===== src/rtl/arith_pkg.sv =====
// Shared arithmetic definitions: FSM state encoding, add/sub mode values and
// an elaboration-time parameter sanity check.
package arith_pkg;

  typedef logic [1:0] state_t;

  localparam state_t ST_IDLE = 2'd0;
  localparam state_t ST_RUN  = 2'd1;
  localparam state_t ST_DONE = 2'd2;

  localparam logic MODE_ADD = 1'b0;
  localparam logic MODE_SUB = 1'b1;

  function automatic bit width_ok(input int width, input int chunk);
    return (width >= 2) && (chunk >= 1) && (chunk <= width) && ((width % chunk) == 0);
  endfunction

endpackage


===== src/rtl/fa_cell.sv =====
// 1-bit full adder cell.
module fa_cell (
  input  logic i_a,
  input  logic i_b,
  input  logic i_c,
  output logic o_s,
  output logic o_co
);

  assign o_s  = i_a ^ i_b ^ i_c;
  assign o_co = (i_a & i_b) | (i_c & (i_a ^ i_b));

endmodule


===== src/rtl/sum_chunk.sv =====
// Combinational CHUNK-bit ripple adder built from fa_cell; also exposes the
// carry into its top bit so the caller can derive signed overflow.
module sum_chunk #(
  parameter int CHUNK = 2
) (
  input  logic [CHUNK-1:0] i_a,
  input  logic [CHUNK-1:0] i_b,
  input  logic             i_cin,
  output logic [CHUNK-1:0] o_sum,
  output logic             o_cout,
  output logic             o_cmsb
);

  logic [CHUNK:0] w_c;

  assign w_c[0] = i_cin;

  for (genvar g = 0; g < CHUNK; g++) begin : g_fa
    fa_cell u_fa (
      .i_a  (i_a[g]),
      .i_b  (i_b[g]),
      .i_c  (w_c[g]),
      .o_s  (o_sum[g]),
      .o_co (w_c[g+1])
    );
  end

  assign o_cout = w_c[CHUNK];
  assign o_cmsb = w_c[CHUNK-1];

endmodule


===== src/rtl/addsub_seq.sv =====
// Multi-cycle adder/subtractor: CHUNK bits per cycle, result after WIDTH/CHUNK
// cycles, held in DONE until out_ready. Subtraction is a + ~b + 1.
module addsub_seq
  import arith_pkg::*;
#(
  parameter int WIDTH = 8,
  parameter int CHUNK = 2
) (
  input  logic             clk,
  input  logic             rst_n,
  input  logic             in_valid,
  output logic             in_ready,
  input  logic             sub,
  input  logic [WIDTH-1:0] a,
  input  logic [WIDTH-1:0] b,
  output logic             out_valid,
  input  logic             out_ready,
  output logic [WIDTH-1:0] res,
  output logic             co,
  output logic             ov,
  output logic             z
);

  localparam int NCHUNK = WIDTH / CHUNK;
  localparam int CW     = (NCHUNK > 1) ? $clog2(NCHUNK) : 1;

  if (!width_ok(WIDTH, CHUNK)) begin : g_bad_params
    $error("addsub_seq: WIDTH must be >= 2 and a multiple of CHUNK");
  end

  state_t           r_state;
  logic [WIDTH-1:0] r_opa;
  logic [WIDTH-1:0] r_opb;
  logic [WIDTH-1:0] r_res;
  logic             r_carry;
  logic [CW-1:0]    r_cnt;
  logic             r_co;
  logic             r_ov;
  logic             r_z;

  logic [CHUNK-1:0] w_a_chunk;
  logic [CHUNK-1:0] w_b_chunk;
  logic [CHUNK-1:0] w_sum;
  logic             w_cout;
  logic             w_cmsb;
  logic             w_last;
  logic [WIDTH-1:0] w_res_next;

  // Constant-index slice selection keeps the mux free of variable part-selects.
  always_comb begin
    w_a_chunk = '0;
    w_b_chunk = '0;
    for (int k = 0; k < NCHUNK; k++) begin
      if (r_cnt == CW'(k)) begin
        w_a_chunk = r_opa[k*CHUNK +: CHUNK];
        w_b_chunk = r_opb[k*CHUNK +: CHUNK];
      end
    end
  end

  always_comb begin
    w_res_next = r_res;
    for (int k = 0; k < NCHUNK; k++) begin
      if (r_cnt == CW'(k)) begin
        w_res_next[k*CHUNK +: CHUNK] = w_sum;
      end
    end
  end

  assign w_last = (r_cnt == CW'(NCHUNK - 1));

  sum_chunk #(.CHUNK(CHUNK)) u_sum (
    .i_a    (w_a_chunk),
    .i_b    (w_b_chunk),
    .i_cin  (r_carry),
    .o_sum  (w_sum),
    .o_cout (w_cout),
    .o_cmsb (w_cmsb)
  );

  always_ff @(posedge clk or negedge rst_n) begin
    if (!rst_n) begin
      r_state <= ST_IDLE;
      r_opa   <= '0;
      r_opb   <= '0;
      r_res   <= '0;
      r_carry <= 1'b0;
      r_cnt   <= '0;
      r_co    <= 1'b0;
      r_ov    <= 1'b0;
      r_z     <= 1'b0;
    end else begin
      case (r_state)
        ST_IDLE: begin
          if (in_valid) begin
            r_opa   <= a;
            r_opb   <= (sub == MODE_SUB) ? ~b : b;
            r_carry <= sub;
            r_cnt   <= '0;
            r_state <= ST_RUN;
          end
        end
        ST_RUN: begin
          r_res   <= w_res_next;
          r_carry <= w_cout;
          if (w_last) begin
            r_co    <= w_cout;
            r_ov    <= w_cmsb ^ w_cout;
            r_z     <= (w_res_next == '0);
            r_state <= ST_DONE;
          end else begin
            r_cnt <= r_cnt + CW'(1);
          end
        end
        ST_DONE: begin
          if (out_ready) begin
            r_state <= ST_IDLE;
          end
        end
        default: r_state <= ST_IDLE;
      endcase
    end
  end

  assign in_ready  = (r_state == ST_IDLE);
  assign out_valid = (r_state == ST_DONE);
  assign res       = r_res;
  assign co        = r_co;
  assign ov        = r_ov;
  assign z         = r_z;

endmodule


===== config.mk =====
export PLATFORM = sky130hd
export DESIGN_NAME = addsub_seq
export DESIGN_NICKNAME = d
export VERILOG_FILES = /design/src/rtl/arith_pkg.sv /design/src/rtl/fa_cell.sv /design/src/rtl/sum_chunk.sv /design/src/rtl/addsub_seq.sv
export SDC_FILE = /design/constraint.sdc
export NUM_CORES = 1
export LEC_CHECK = 0
export ABC_CLOCK_PERIOD_IN_PS = 2300
export BUFFER_PORTS_ARGS = -buffer_cell sky130_fd_sc_hd__buf_2
export CORE_MARGIN = 3
export CORE_UTILIZATION = 37
export CTS_CLUSTER_SIZE = 40
export DETAILED_ROUTE_END_ITERATION = 10
export SETUP_SLACK_MARGIN = 0.1
export SLEW_MARGIN = 10
export SYNTH_ARGS = -nofsm -noshare
export SYNTH_HDL_FRONTEND = slang
export SYNTH_SLANG_ARGS = --single-unit

===== constraint.sdc =====
create_clock -name clk -period 2.3 [get_ports clk]
set_clock_uncertainty 0.05 [all_clocks]
set_input_delay 0.115 -clock clk [delete_from_list [all_inputs] [get_ports clk]]
set_output_delay 0.115 -clock clk [all_outputs]
set_load 0.005 [all_outputs]

* Yosys cells after proc, flatten, opt, wreduce, memory -nomap -nowiden *
Cells that the tools add are included.
W data, S select, Z words.

word-level totals
  memories kept = 0
  output and inout port bits = 13
  word-level logic and storage cells = 62
  ROM bits = 0
  RAM bits = 0
  latch bits = 0
  register bits after elaboration = 32

cells by class
  add/subtract/negate cells = 1
  equality and inequality tests = 9
  bitwise logic cells = 12
  shift operators = 0
  divide/modulo/power cells = 0
  reductions and logical operators = 9
  multipliers = 0
  muxes and demuxes = 22
  magnitude comparators = 0

operators by type and width
  operator               count
  $mux W2                17
  $logic_not A8 Y1       1
  $mux W8                1
  $not A8 Y8             1
  $eq A2 B2 Y1 const B   3
  $ne A2 B2 Y1 const B   3
  $pmux W2 S3            1
  $reduce_and A2 Y1      3
  $reduce_and A3 Y1      2
  $xor A1 B1 Y1          5
  $and A1 B1 Y1          4
  $eq A2 B1 Y1 const B   2
  $logic_not A2 Y1       2
  $pmux W2 S2            1
  $add A2 B1 Y2 const B  1
  $ne A2 B1 Y1 const B   1
  $or A1 B1 Y1           2
  $pmux W1 S2            1
  $reduce_bool A2 Y1     1
  $mux W1                1

* Logic depth before layout (Yosys ltp) *
Gate-level depths: netlist of run 1.

  word-level depth = 11
  mapped depth = 10
  mapped depth without buffers = 9

* Cells and area by module *
Synthesis of run 1 repeated with hierarchy kept, for this count alone.

unflattened totals
  cell total of the unflattened synthesis = 144
  area, all modules = 1650.3 um2

modules (own cells, without submodules)
  module      cells each  area each (um2)  sequential area each (um2)  times used
  addsub_seq  142         1610.3           800.8                       1
  fa_cell     1           20.0             0.0                         2

* Worst setup path before layout of run 1 *
No wires, ideal clock.

  kind = reg2reg
  start = register r_cnt[0]
  end = register r_z (netlist: z)
  buffers on the path = 1
  arrival time = 2382 ps
  data required time = 2155 ps
  cell stages (with the launch flop) = 11
  setup slack = -227 ps
  path through = dfrtp_1 inv_1 ha_1 clkbuf_1 a21oi_1 o21ai_0 a22oi_1 fa_1 fa_1 o211ai_1 o31ai_1

on the way
  cells in the longest elaborated chain, start to end = 11
  elaborated cells between the ends (all ways) = 25
  those cells by class = eq/ne: 3; mux: 12; bitwise: 7; reduce/logical: 3

RTL lines
  element                 RTL line                            source
  from (decl)             addsub_seq.sv:36                    logic [CW-1:0] r_cnt;
  from (signal assigned)  addsub_seq.sv:112                   r_cnt <= r_cnt + CW'(1);
  $logic_not A2 Y1        addsub_seq.sv:54, addsub_seq.sv:64
  $mux W2 (4 in series)   addsub_seq.sv:54                    if (r_cnt == CW'(k)) begin
  $xor A1 B1 Y1           fa_cell.sv:10, fa_cell.sv:11
  $and A1 B1 Y1           fa_cell.sv:11                       assign o_co = (i_a & i_b) | (i_c & (i_a ^ i_b));
  $or A1 B1 Y1            fa_cell.sv:11
  $xor A1 B1 Y1           fa_cell.sv:10                       assign o_s = i_a ^ i_b ^ i_c;
  $mux W2                 addsub_seq.sv:64                    if (r_cnt == CW'(k)) begin
  $logic_not A8 Y1        addsub_seq.sv:109                   r_z <= (w_res_next == '0);
  to (signal assigned)    addsub_seq.sv:109
  to (decl)               addsub_seq.sv:39                    logic r_z;

Several ways; a longest one is shown, not always the timed one.
A chain may end at the register's enable or synchronous reset.

* Worst setup path in the final report of run 1 *
  start = register r_cnt[0]
  end = register r_res[7] (netlist: res[7])

on the way
  cells in the longest elaborated chain, start to end = 10
  elaborated cells between the ends (all ways) = 19
  those cells by class = eq/ne: 3; mux: 9; bitwise: 6; reduce/logical: 1

RTL lines
  element                RTL line           source
  $logic_not A2 Y1       addsub_seq.sv:54
  $mux W2 (4 in series)  addsub_seq.sv:54
  $xor A1 B1 Y1          fa_cell.sv:11
  $and A1 B1 Y1          fa_cell.sv:11
  $or A1 B1 Y1           fa_cell.sv:11
  $xor A1 B1 Y1          fa_cell.sv:10
  $mux W2 *              addsub_seq.sv:64
  to (signal assigned)   addsub_seq.sv:104  r_res <= w_res_next;
  to (decl)              addsub_seq.sv:34   logic [WIDTH-1:0] r_res;

Every way passes the cells marked *; elsewhere a longest branch is shown, timed or not.

==> results of run 1 <==
-- layer usage --
layer,global-route usage [%],part of all wire [%],routed length [um]
met1,19.7,45,1570
met2,24.0,48,1680
met3,5.54,6.0,208
met4,5.22,0.89,31
met5,0,0,0
-- cell usage after synthesis (all sizes together) (2+ instances only) --
library cell  number
a21oi             17
a22oi              4
buf                6
clkbuf             3
dfrtp             32
fa                 2
ha                 4
inv                9
mux2               6
nand2             20
nand2b             2
nand3b             4
nor2              12
nor3b              2
o21ai             19
o22ai              3
xnor2              7
xor2               2
-- sequential cells by signal, indices dropped and copies added (netlist names) --
signal   flops
res          8
r_carry      1
z            1
r_opa        8
ov           1
r_cnt        2
r_state      2
co           1
r_opb        8
-- power by group through the flow --
| stage | Sequential (mW) | Combinational, mW | Clock, mW |
|---|---|---|---|
| 6_report | 1.06 | 1.98 | 0.523 |
| 5_1_grt | 1.10 | 2.18 | 0.569 |
| 4_1_cts | 1.06 | 1.97 | 0.537 |
| 3_5_place_dp | 1.05 | 1.57 | 0 |
| 3_3_place_gp | 1.04 | 1.52 | 0 |
| 2_1_floorplan | 0.981 | 1.06 | 0 |
-- through the flow --
| step | cell area [um^2] | power, mW | setup TNS, ps | setup slack (ps) | hold slack [ps] |
|---|---|---|---|---|---|
| 6_report | 2120 | 3.56 | -158 | -51.8 | 9.93 |
| 5_1_grt | 2120 | 3.85 | -807 | -156 | 6.92 |
| 4_1_cts | 2110 | 3.56 | -74.0 | -27.1 | 0.396 |
| 3_5_place_dp | 1830 | 2.61 | -633 | -146 | 162 |
| 3_3_place_gp | 1830 | 2.56 | 0 | 16.7 | 146 |
| 2_1_floorplan | 1580 | 2.04 | -41.7 | -41.7 | -231 |
-- kinds of logic after synthesis --
logic type | count (synthesis) | synth area share, %
fa+ha+maj | 6 | 5.74
xor+xnor | 9 | 5.02
buf+inv | 18 | 4.86
simple gates | 41 | 12.4
flops | 32 | 51.0
mux | 6 | 4.31
compound gates | 47 | 16.7
-- cell type report --
class / count / area, um^2 / area share [%]
flip-flops and latches: 32 / 802 / 37.9
multi-input cells: 109 / 786 / 37.1
repair buffers: 52 / 324 / 15.3
clock buffers: 6 / 72.6 / 3.43
well taps: 50 / 62.6 / 2.95
inverters: 9 / 36.3 / 1.71
clock inverters: 2 / 35.0 / 1.65
-- path summary, 6_finish.rpt --
kind / from / endpoint / cells past startpoint
worst max-delay path: r_cnt[0] / res[7] / 10
worst max register to register: r_cnt[0] / res[7] / 10
max in group asynchronous: rst_n / r_cnt[0] / 2
min in group asynchronous: rst_n / ov / 2
worst min-delay path: a[6] / r_opa[6] / 2
worst min register to register: res[6] / res[6] / 2
-- timing repair --
item | 4_1_cts | 5_1_grt
cloned | 0 | 0
pin swaps | 2 | 1
gates resized for setup | 27 | 2
hold endpoints to repair | 36 | 0
endpoints found under the setup margin | 8 | 8
hold buffers | 5 | 0
buffers inserted | 4 | 1
-- worst register-to-register path, stage by stage, from the launching register on --
cell and delay, ps:
dfrtp_2 470, inv_4 120, ha_4 170, nand2_2 50, o21ai_2 120, a22oi_2 80, fa_2 380, fa_1 450
buf_4 150, buf_6 120, o21ai_1 120
==> flow_summary.toml, run 1 <==
[routing]
avgViaCountPerCell = 4.95
route.detailed.drc = 0
num_vias = 1286
first_pass_iters = 4
ant_nets = 0
drt_iter0_drc = 32
drt-total-wl_mm = 3.50
wl_per_cell_um = 13.4

[clocking]
cts.clk_slew.worst_paths_ps = 70
ctsLongestPathBuffers = 2
cts.htree.levels = 2
cts_buffers = 5
cts_root_buffer = "clkbuf_8"
cts_tree = "done"
cts.sinks = 32
clk_latency_ps = 280

[placed_design]
portBuffers = 33
place_congestion = 0.827
dp.cells = 243
dp_hpwl_mm = 2.60

[synthesis]
synthCells = 159
ys_seq_elements = 32
avgSynthCellArea_um2 = 9.87
synth.distinct_cells = 26
syn_nets = 186
synth_edf_count = 0
async_flop_share_pct = 100
synthFlopType = "dfrtp_1"
synth_top_area_share_pct = 51.0
ys_top_cells_by_area = "dfrtp_1 51%, o21ai_0 6.1%, a21oi_1 5.4%, nand2_1 4.8%, mux2_2 4.3%"
synth_area_leader_cell = "dfrtp_1"
synth_area_um2 = 1570
yosysSeqAreaShare_pct = 51.0
ys.warnings.count = 0

[worst_setup_path]
startpoint_type = "flip-flop"
max_stage_delay_ps = 470
path_delay_family = "adder cells"
required_ps = 2460
end_kind = "flip-flop"
r2r_setup_slack_ps = -50
crit_path_max_fanout = 4
worstPathCellList = "inv_4 -> ha_4 -> nand2_2 -> o21ai_2 -> a22oi_2 -> fa_2 -> fa_1 -> buf_4 -> buf_6 -> o21ai_1"
crit_slowest_cell = "dfrtp_2"
path_buf_inv = 3
worstPathArrival_ps = 2510
critical_path_class = "flip-flop to flip-flop"

[grt]
grt_pass1_wl_mm = 6.02
antenna_found_initial = 0
grt_max_degree = 33
grt_pass1_vias = 1294
grtUsageTotal_pct = 15.3
grt_overflow = 0

[finish]
num_antenna_cells = 0
layout.cells.non_filler = 260
layout_common_cells = "33 x buf_2, 31 x dfrtp_1, 18 x nand2_1"
area_growth_syn_to_layout_pct = 35.0
fin_util_pct = 52.2
layout_commonest_cell = "buf_2"
nFillCells = 355
drive_gt1_share_pct = 38.1
nets = 236

[power]
comb_power_share_pct = 55.6
clock_power_share_pct = 14.7
power_frac_seq_pct = 29.7
p_sw_share_pct = 38.7
p_switching_mw = 1.38
cell_internal_pwr_mw = 2.18
peakVddDrop_mv = 0.792
power_density_nw_per_um2 = 1680
leakage_nw = 0.969

[die]
row_count = 23
die_h_um = 71.1
start_util_pct = 38.7
die-area_um2 = 5060
die_x_um = 71.1
floorplan.io_pins = 34
core_um2 = 4060

[run_status]
outcome = "finished, violations left"
failed_checks = "setup timing"

[timing]
hold_viol_final = 0
worst_pin_slew_ps = 707
fmax_mhz = 425
period_needed_ps = 2350
drv_slew = 0
finalWorstSetupSlack_ps = -51.8
rsz0062_at_grt = "yes"
setup_violations = 5
finalCritPeriodShare_pct = 102
slew_headroom_pct = 52.9

[flow_run]
max_cap_violations = 0

[hold_path]
min_path_type = "input port to flip-flop"
No activity file was read; power rests on OpenSTA's default activity.
==> run 2: changes to the inputs <==
--- a/config.mk
+++ b/config.mk
@@ -11,6 +11,7 @@
 export CORE_UTILIZATION = 37
 export CTS_CLUSTER_SIZE = 40
 export DETAILED_ROUTE_END_ITERATION = 10
+export RECOVER_POWER = 100
 export SETUP_SLACK_MARGIN = 0.1
 export SLEW_MARGIN = 10
 export SYNTH_ARGS = -nofsm -noshare
==> run 2 against run 1 <==
  * The run still ends with setup timing left
  * Final area decreased by 0.65%
  * Fmax decreased by 0.15%
  * Sequential power about the same
  * Via count decreased by 0.39%
  * Routed wire length increased by 0.43%
  * Critical endpoint unchanged
  * Largest power group unchanged
  * Highest routed layer unchanged
==> flow_summary.toml, run 2 (synthesized netlist as in run 1, its figures left out) <==
[run_status]
outcome = "finished, violations left"
failed_checks = "setup timing"

[worst_setup_path]
worstPathArrival_ps = 2510
end_kind = "flip-flop"
startpoint_type = "flip-flop"
critical_path_class = "flip-flop to flip-flop"
required_ps = 2460
crit_path_max_fanout = 4

[timing]
fmax_mhz = 425
worst_pin_slew_ps = 788
finalWorstSetupSlack_ps = -55.3
hold_viol_final = 0
finalCritPeriodShare_pct = 102
rsz0062_at_grt = "yes"
setup_violations = 5
drv_slew = 0
slew_headroom_pct = 47.5
period_needed_ps = 2360

[clocking]
cts.htree.levels = 2
cts_root_buffer = "clkbuf_8"
cts_tree = "done"
cts_buffers = 5
clk_latency_ps = 280
cts.clk_slew.worst_paths_ps = 70
cts.sinks = 32
ctsLongestPathBuffers = 2

[placed_design]
dp_hpwl_mm = 2.60
dp_slack_ps = -146
dp.cells = 243
placed_area_um2 = 1830
place_congestion = 0.827
portBuffers = 33

[die]
die_h_um = 71.1
die_x_um = 71.1
core_um2 = 4060
start_util_pct = 38.7
floorplan.io_pins = 34
row_count = 23
die-area_um2 = 5060

[finish]
nets = 236
finish.instance_area_um2 = 2100
area_growth_syn_to_layout_pct = 34.1
num_antenna_cells = 0
layout_common_cells = "31 x dfrtp_1, 27 x buf_2, 18 x nand2_1"
layout.cells.non_filler = 260
drive_gt1_share_pct = 34.8
layout_commonest_cell = "dfrtp_1"

[routing]
avgViaCountPerCell = 4.93
route.detailed.drc = 0
drt_iter0_drc = 32
first_pass_iters = 4
drt-met1-wl_mm = 1.58
dr.max_layer_used = "met4"
drt-total-wl_mm = 3.51
ant_nets = 0
wl_met3_um = 215
num_vias = 1281
wl_met2_mm = 1.67
wl_per_cell_um = 13.5

[grt]
grtUsageTotal_pct = 15.3
grt_pass1_wl_mm = 6.02
antenna_found_initial = 0
grt_pass1_vias = 1294
grt_max_degree = 33
grt_overflow = 0

[power]
power_density_nw_per_um2 = 1680
leakage_nw = 0.944
peakVddDrop_mv = 0.792
power_mw = 3.54

[hold_path]
min_path_type = "input port to flip-flop"

[flow_run]
max_cap_violations = 0
==> run 2: changes by cell type in the layout (fill, tap and decap cells not counted) <==
cell / before / now
buf_2: 33 / 27
buf_4: 13 / 11
clkbuf_1: 1 / 8
clkbuf_2: 0 / 1
==> run 2: final timing paths <==
kind / startpoint / depth (start not counted) / end / slack (ps)
setup / recovery: r_cnt[0] / 10 / res[7] / -60
hold / removal: a[6] / 2 / r_opa[6] / 10
setup reg to reg: r_cnt[0] / 10 / res[7] / -60
hold reg to reg: res[6] / 2 / res[6] / 430
max in group asynchronous: rst_n / 2 / r_cnt[0] / 1250
min in group asynchronous: rst_n / 2 / ov / 390
==> run 2: final cells by class <==
type	count	area [um^2]
fill	362	1950
sequential	32	802
multi-input combinational	109	786
timing repair buffer	52	310
clock buffer	6	72.6
tap	50	62.6
inverter	9	36.3
clock inverter	2	35.0
==> run 2: per-stage QoR <==
| stage | hold WS [ps] | utilization (%) | TNS [ps] |
|---|---|---|---|
| after CTS | 0.396 | 52.1 | -74.0 |
| final | 10.0 | 51.9 | -175 |
| after floorplan | -231 | - | -41.7 |
| after global routing | 6.92 | 51.9 | -807 |
| after global placement | 146 | 45.2 | 0 |
| after detailed placement | 162 | 45.2 | -633 |
==> run 2: worst max-delay path, cell delays in order (launching register included) <==
cell and delay (ps):
dfrtp_2 480, inv_4 120, ha_4 170, nand2_2 50, o21ai_2 120, a22oi_2 80, fa_2 380, fa_1 450
buf_4 150, buf_6 120, o21ai_1 120
==> run 2: layer usage <==
metal	vias up	track usage, %
met5	-	0
met4	0	5.22
met1	594	19.7
li1	638	-
met3	6	5.54
met2	43	24.0
==> run 2: power breakdown <==
part	switching, mW	total (mW)	internal [mW]
registers	0.220	1.06	0.838
clock network	0.202	0.523	0.321
logic	0.957	1.96	1.00
total	1.38	3.54	2.16
==> run 2: timing repair <==
action / in CTS / in global routing
hold endpoints to repair: 36 / 0
hold buffers: 5 / 0
endpoints found under the setup margin: 8 / 8
gates resized for setup: 27 / 2
pin swaps: 2 / 1
buffers inserted: 4 / 1
==> run 3: changes to the inputs <==
--- a/config.mk
+++ b/config.mk
@@ -12,7 +12,7 @@
 export CTS_CLUSTER_SIZE = 40
 export DETAILED_ROUTE_END_ITERATION = 10
 export RECOVER_POWER = 100
-export SETUP_SLACK_MARGIN = 0.1
+export SETUP_SLACK_MARGIN = 0.2
 export SLEW_MARGIN = 10
 export SYNTH_ARGS = -nofsm -noshare
 export SYNTH_HDL_FRONTEND = slang
==> constraint.sdc (replaced) <==
create_clock -name clk -period 2.3 [get_ports clk]
set_clock_uncertainty 0.05 [all_clocks]
set_input_delay 0.23 -clock clk [delete_from_list [all_inputs] [get_ports clk]]
set_output_delay 0.23 -clock clk [all_outputs]
set_load 0.005 [all_outputs]
==> run 3 against run 2 <==
  * The run still ends with setup timing left
  * Count of clock-buffer cells in the layout rose by 1
  * Highest routed layer unchanged
  * Routed wire length rose by 4.0%
  * Worst setup slack improved by 24 ps
  * Final cell count fell by 1.9%
  * Critical path depth fell by 1
  * Global-route usage rose by 0.29 points
  * Clock power fell by 11%
  * Largest cell class unchanged
  * Sequential power barely moved
  * Die area did not move
  * Sequential cell count did not move
==> flow_summary.toml, run 3 (synthesized netlist as in run 1, its figures left out) <==
[power]
clock_power_share_pct = 14.0
p_switching_mw = 1.32
p_sw_share_pct = 39.7
peakVddDrop_mv = 0.553
cell_internal_pwr_mw = 2.01
power_frac_seq_pct = 31.9
comb_power_share_pct = 54.2
leakage_nw = 0.925
power_mw = 3.33
power_density_nw_per_um2 = 1620

[routing]
num_vias = 1293
wl_per_cell_um = 14.3
ant_nets = 0
avgViaCountPerCell = 5.07
route.detailed.drc = 0
drt_iter0_drc = 90
first_pass_iters = 4
drt-total-wl_mm = 3.65

[clocking]
cts_tree = "done"
clk_latency_ps = 280
cts_buffers = 5
cts.htree.levels = 2
cts.sinks = 32
cts_root_buffer = "clkbuf_8"
ctsLongestPathBuffers = 2
cts.clk_slew.worst_paths_ps = 60

[die]
floorplan.io_pins = 34
start_util_pct = 38.7
die-area_um2 = 5060
row_count = 23
die_h_um = 71.1
die_x_um = 71.1
core_um2 = 4060

[finish]
multi_input_area_um2 = 787
area_growth_syn_to_layout_pct = 31.4
layout_commonest_cell = "dfrtp_1"
nets = 232
layout_common_cells = "31 x dfrtp_1, 27 x buf_2, 18 x nand2_1"
seq_area_um2 = 802
drive_gt1_share_pct = 36.6
num_antenna_cells = 0
nFillCells = 376

[timing]
finalCritPeriodShare_pct = 101
hold_viol_final = 0
setup_violations = 1
finalWorstSetupSlack_ps = -31.4
fmax_mhz = 429
tns_ps = -31.4
drv_slew = 0
slew_headroom_pct = 47.8
rsz0062_at_grt = "yes"
period_needed_ps = 2330
worst_pin_slew_ps = 783

[worst_setup_path]
crit_slowest_cell = "fa_2"
r2r_setup_slack_ps = -30
worstPathCellList = "inv_4 -> ha_4 -> nand2_2 -> o21ai_2 -> a22oi_2 -> fa_2 -> fa_2 -> o211ai_1 -> o31ai_1"
worstPathArrival_ps = 2470
r2r_end = "z"
crit_path_max_fanout = 4
path_delay_family = "adder cells"
path_buf_inv = 1
r2r_cells = 9
required_ps = 2440
critical_path_class = "flip-flop to flip-flop"
startpoint_type = "flip-flop"
end_kind = "flip-flop"
timing.rr.start = "r_cnt[0]"
max_stage_delay_ps = 540
crit_top_cell = "fa_2"

[grt]
antenna_found_initial = 0
grt_pass1_vias = 1281
grtUsageTotal_pct = 15.6
grt_pass1_wl_mm = 6.13
grt_overflow = 0
grt_max_degree = 33

[hold_path]
min_to = "r_state[1]"
min_from = "out_ready"
min_path_type = "input port to flip-flop"
hold_depth = 2

[placed_design]
dp_hpwl_mm = 2.71
place_congestion = 0.846
portBuffers = 33

[flow_run]
max_cap_violations = 0

[run_status]
outcome = "finished, violations left"
failed_checks = "setup timing"
run 3: changes by cell type in the layout (fill, tap and decap cells not counted), sizes merged:
cell,delta
buf,+2
clkbuf,-1
bufinv,-1
dlygate4sd3,-4
clkinv,-1
run 3: per-stage QoR:
stage	setup WS (ps)	instances	cell area, um^2	hold slack, ps	utilization (%)
2_1_floorplan	-5.73	159	1620	-116	-
3_3_place_gp	19.2	245	1870	256	46.1
3_5_place_dp	-90.8	245	1870	272	46.1
4_1_cts	-30.2	255	2060	78.8	50.7
5_1_grt	-137	255	2060	80.9	50.8
6_report	-31.4	255	2060	81.8	50.8
run 3: power by group through the flow:
| stage | combinational (mW) | sequential [mW] | clock, mW |
|---|---|---|---|
| floorplan | 1.13 | 0.984 | 0 |
| global placement | 1.62 | 1.04 | 0 |
| detailed placement | 1.68 | 1.05 | 0 |
| CTS | 1.81 | 1.06 | 0.480 |
| global route | 2.01 | 1.10 | 0.504 |
| finish | 1.81 | 1.06 | 0.465 |
run 3: area by class of cell:
| class | count | share of cell area [%] |
|---|---|---|
| flip-flops and latches | 32 | 38.9 |
| multi-input cells | 109 | 38.2 |
| repair buffers | 48 | 13.5 |
| clock buffers | 7 | 4.67 |
| well taps | 50 | 3.03 |
| inverters | 9 | 1.76 |
run 3: worst max-delay path by stage:
| stage | endpoint | slack (ps) | from | depth (start not counted) |
|---|---|---|---|---|
| 2_1_floorplan | z | -6 | r_cnt[0] | 9 |
| 3_5_place_dp | z | -90 | r_cnt[1] | 9 |
| 6_report | z | -30 | r_cnt[0] | 9 |
| 3_3_place_gp | z | 20 | r_cnt[1] | 9 |
| 4_1_cts | z | -30 | r_cnt[0] | 9 |
| 5_1_grt | z | -140 | r_cnt[0] | 9 |
run 3: repair_timing:
| action | in CTS | in global routing |
|---|---|---|
| gates resized for setup | 13 | 3 |
| setup buffers | 2 | 0 |
| endpoints found under the hold margin | 32 | 0 |
| setup endpoints to repair | 8 | 10 |
| pin swaps | 5 | 0 |
| hold buffers | 1 | 0 |
run 3: per-layer routing:
metal | track usage, % | up-vias | part of all wire (%)
met3 | 4.83 | 10 | 6.4
met1 | 19.1 | 610 | 43
met2 | 25.7 | 37 | 48
li1 | - | 636 | -
met5 | 0 | - | 0
met4 | 6.05 | 0 | 1.9
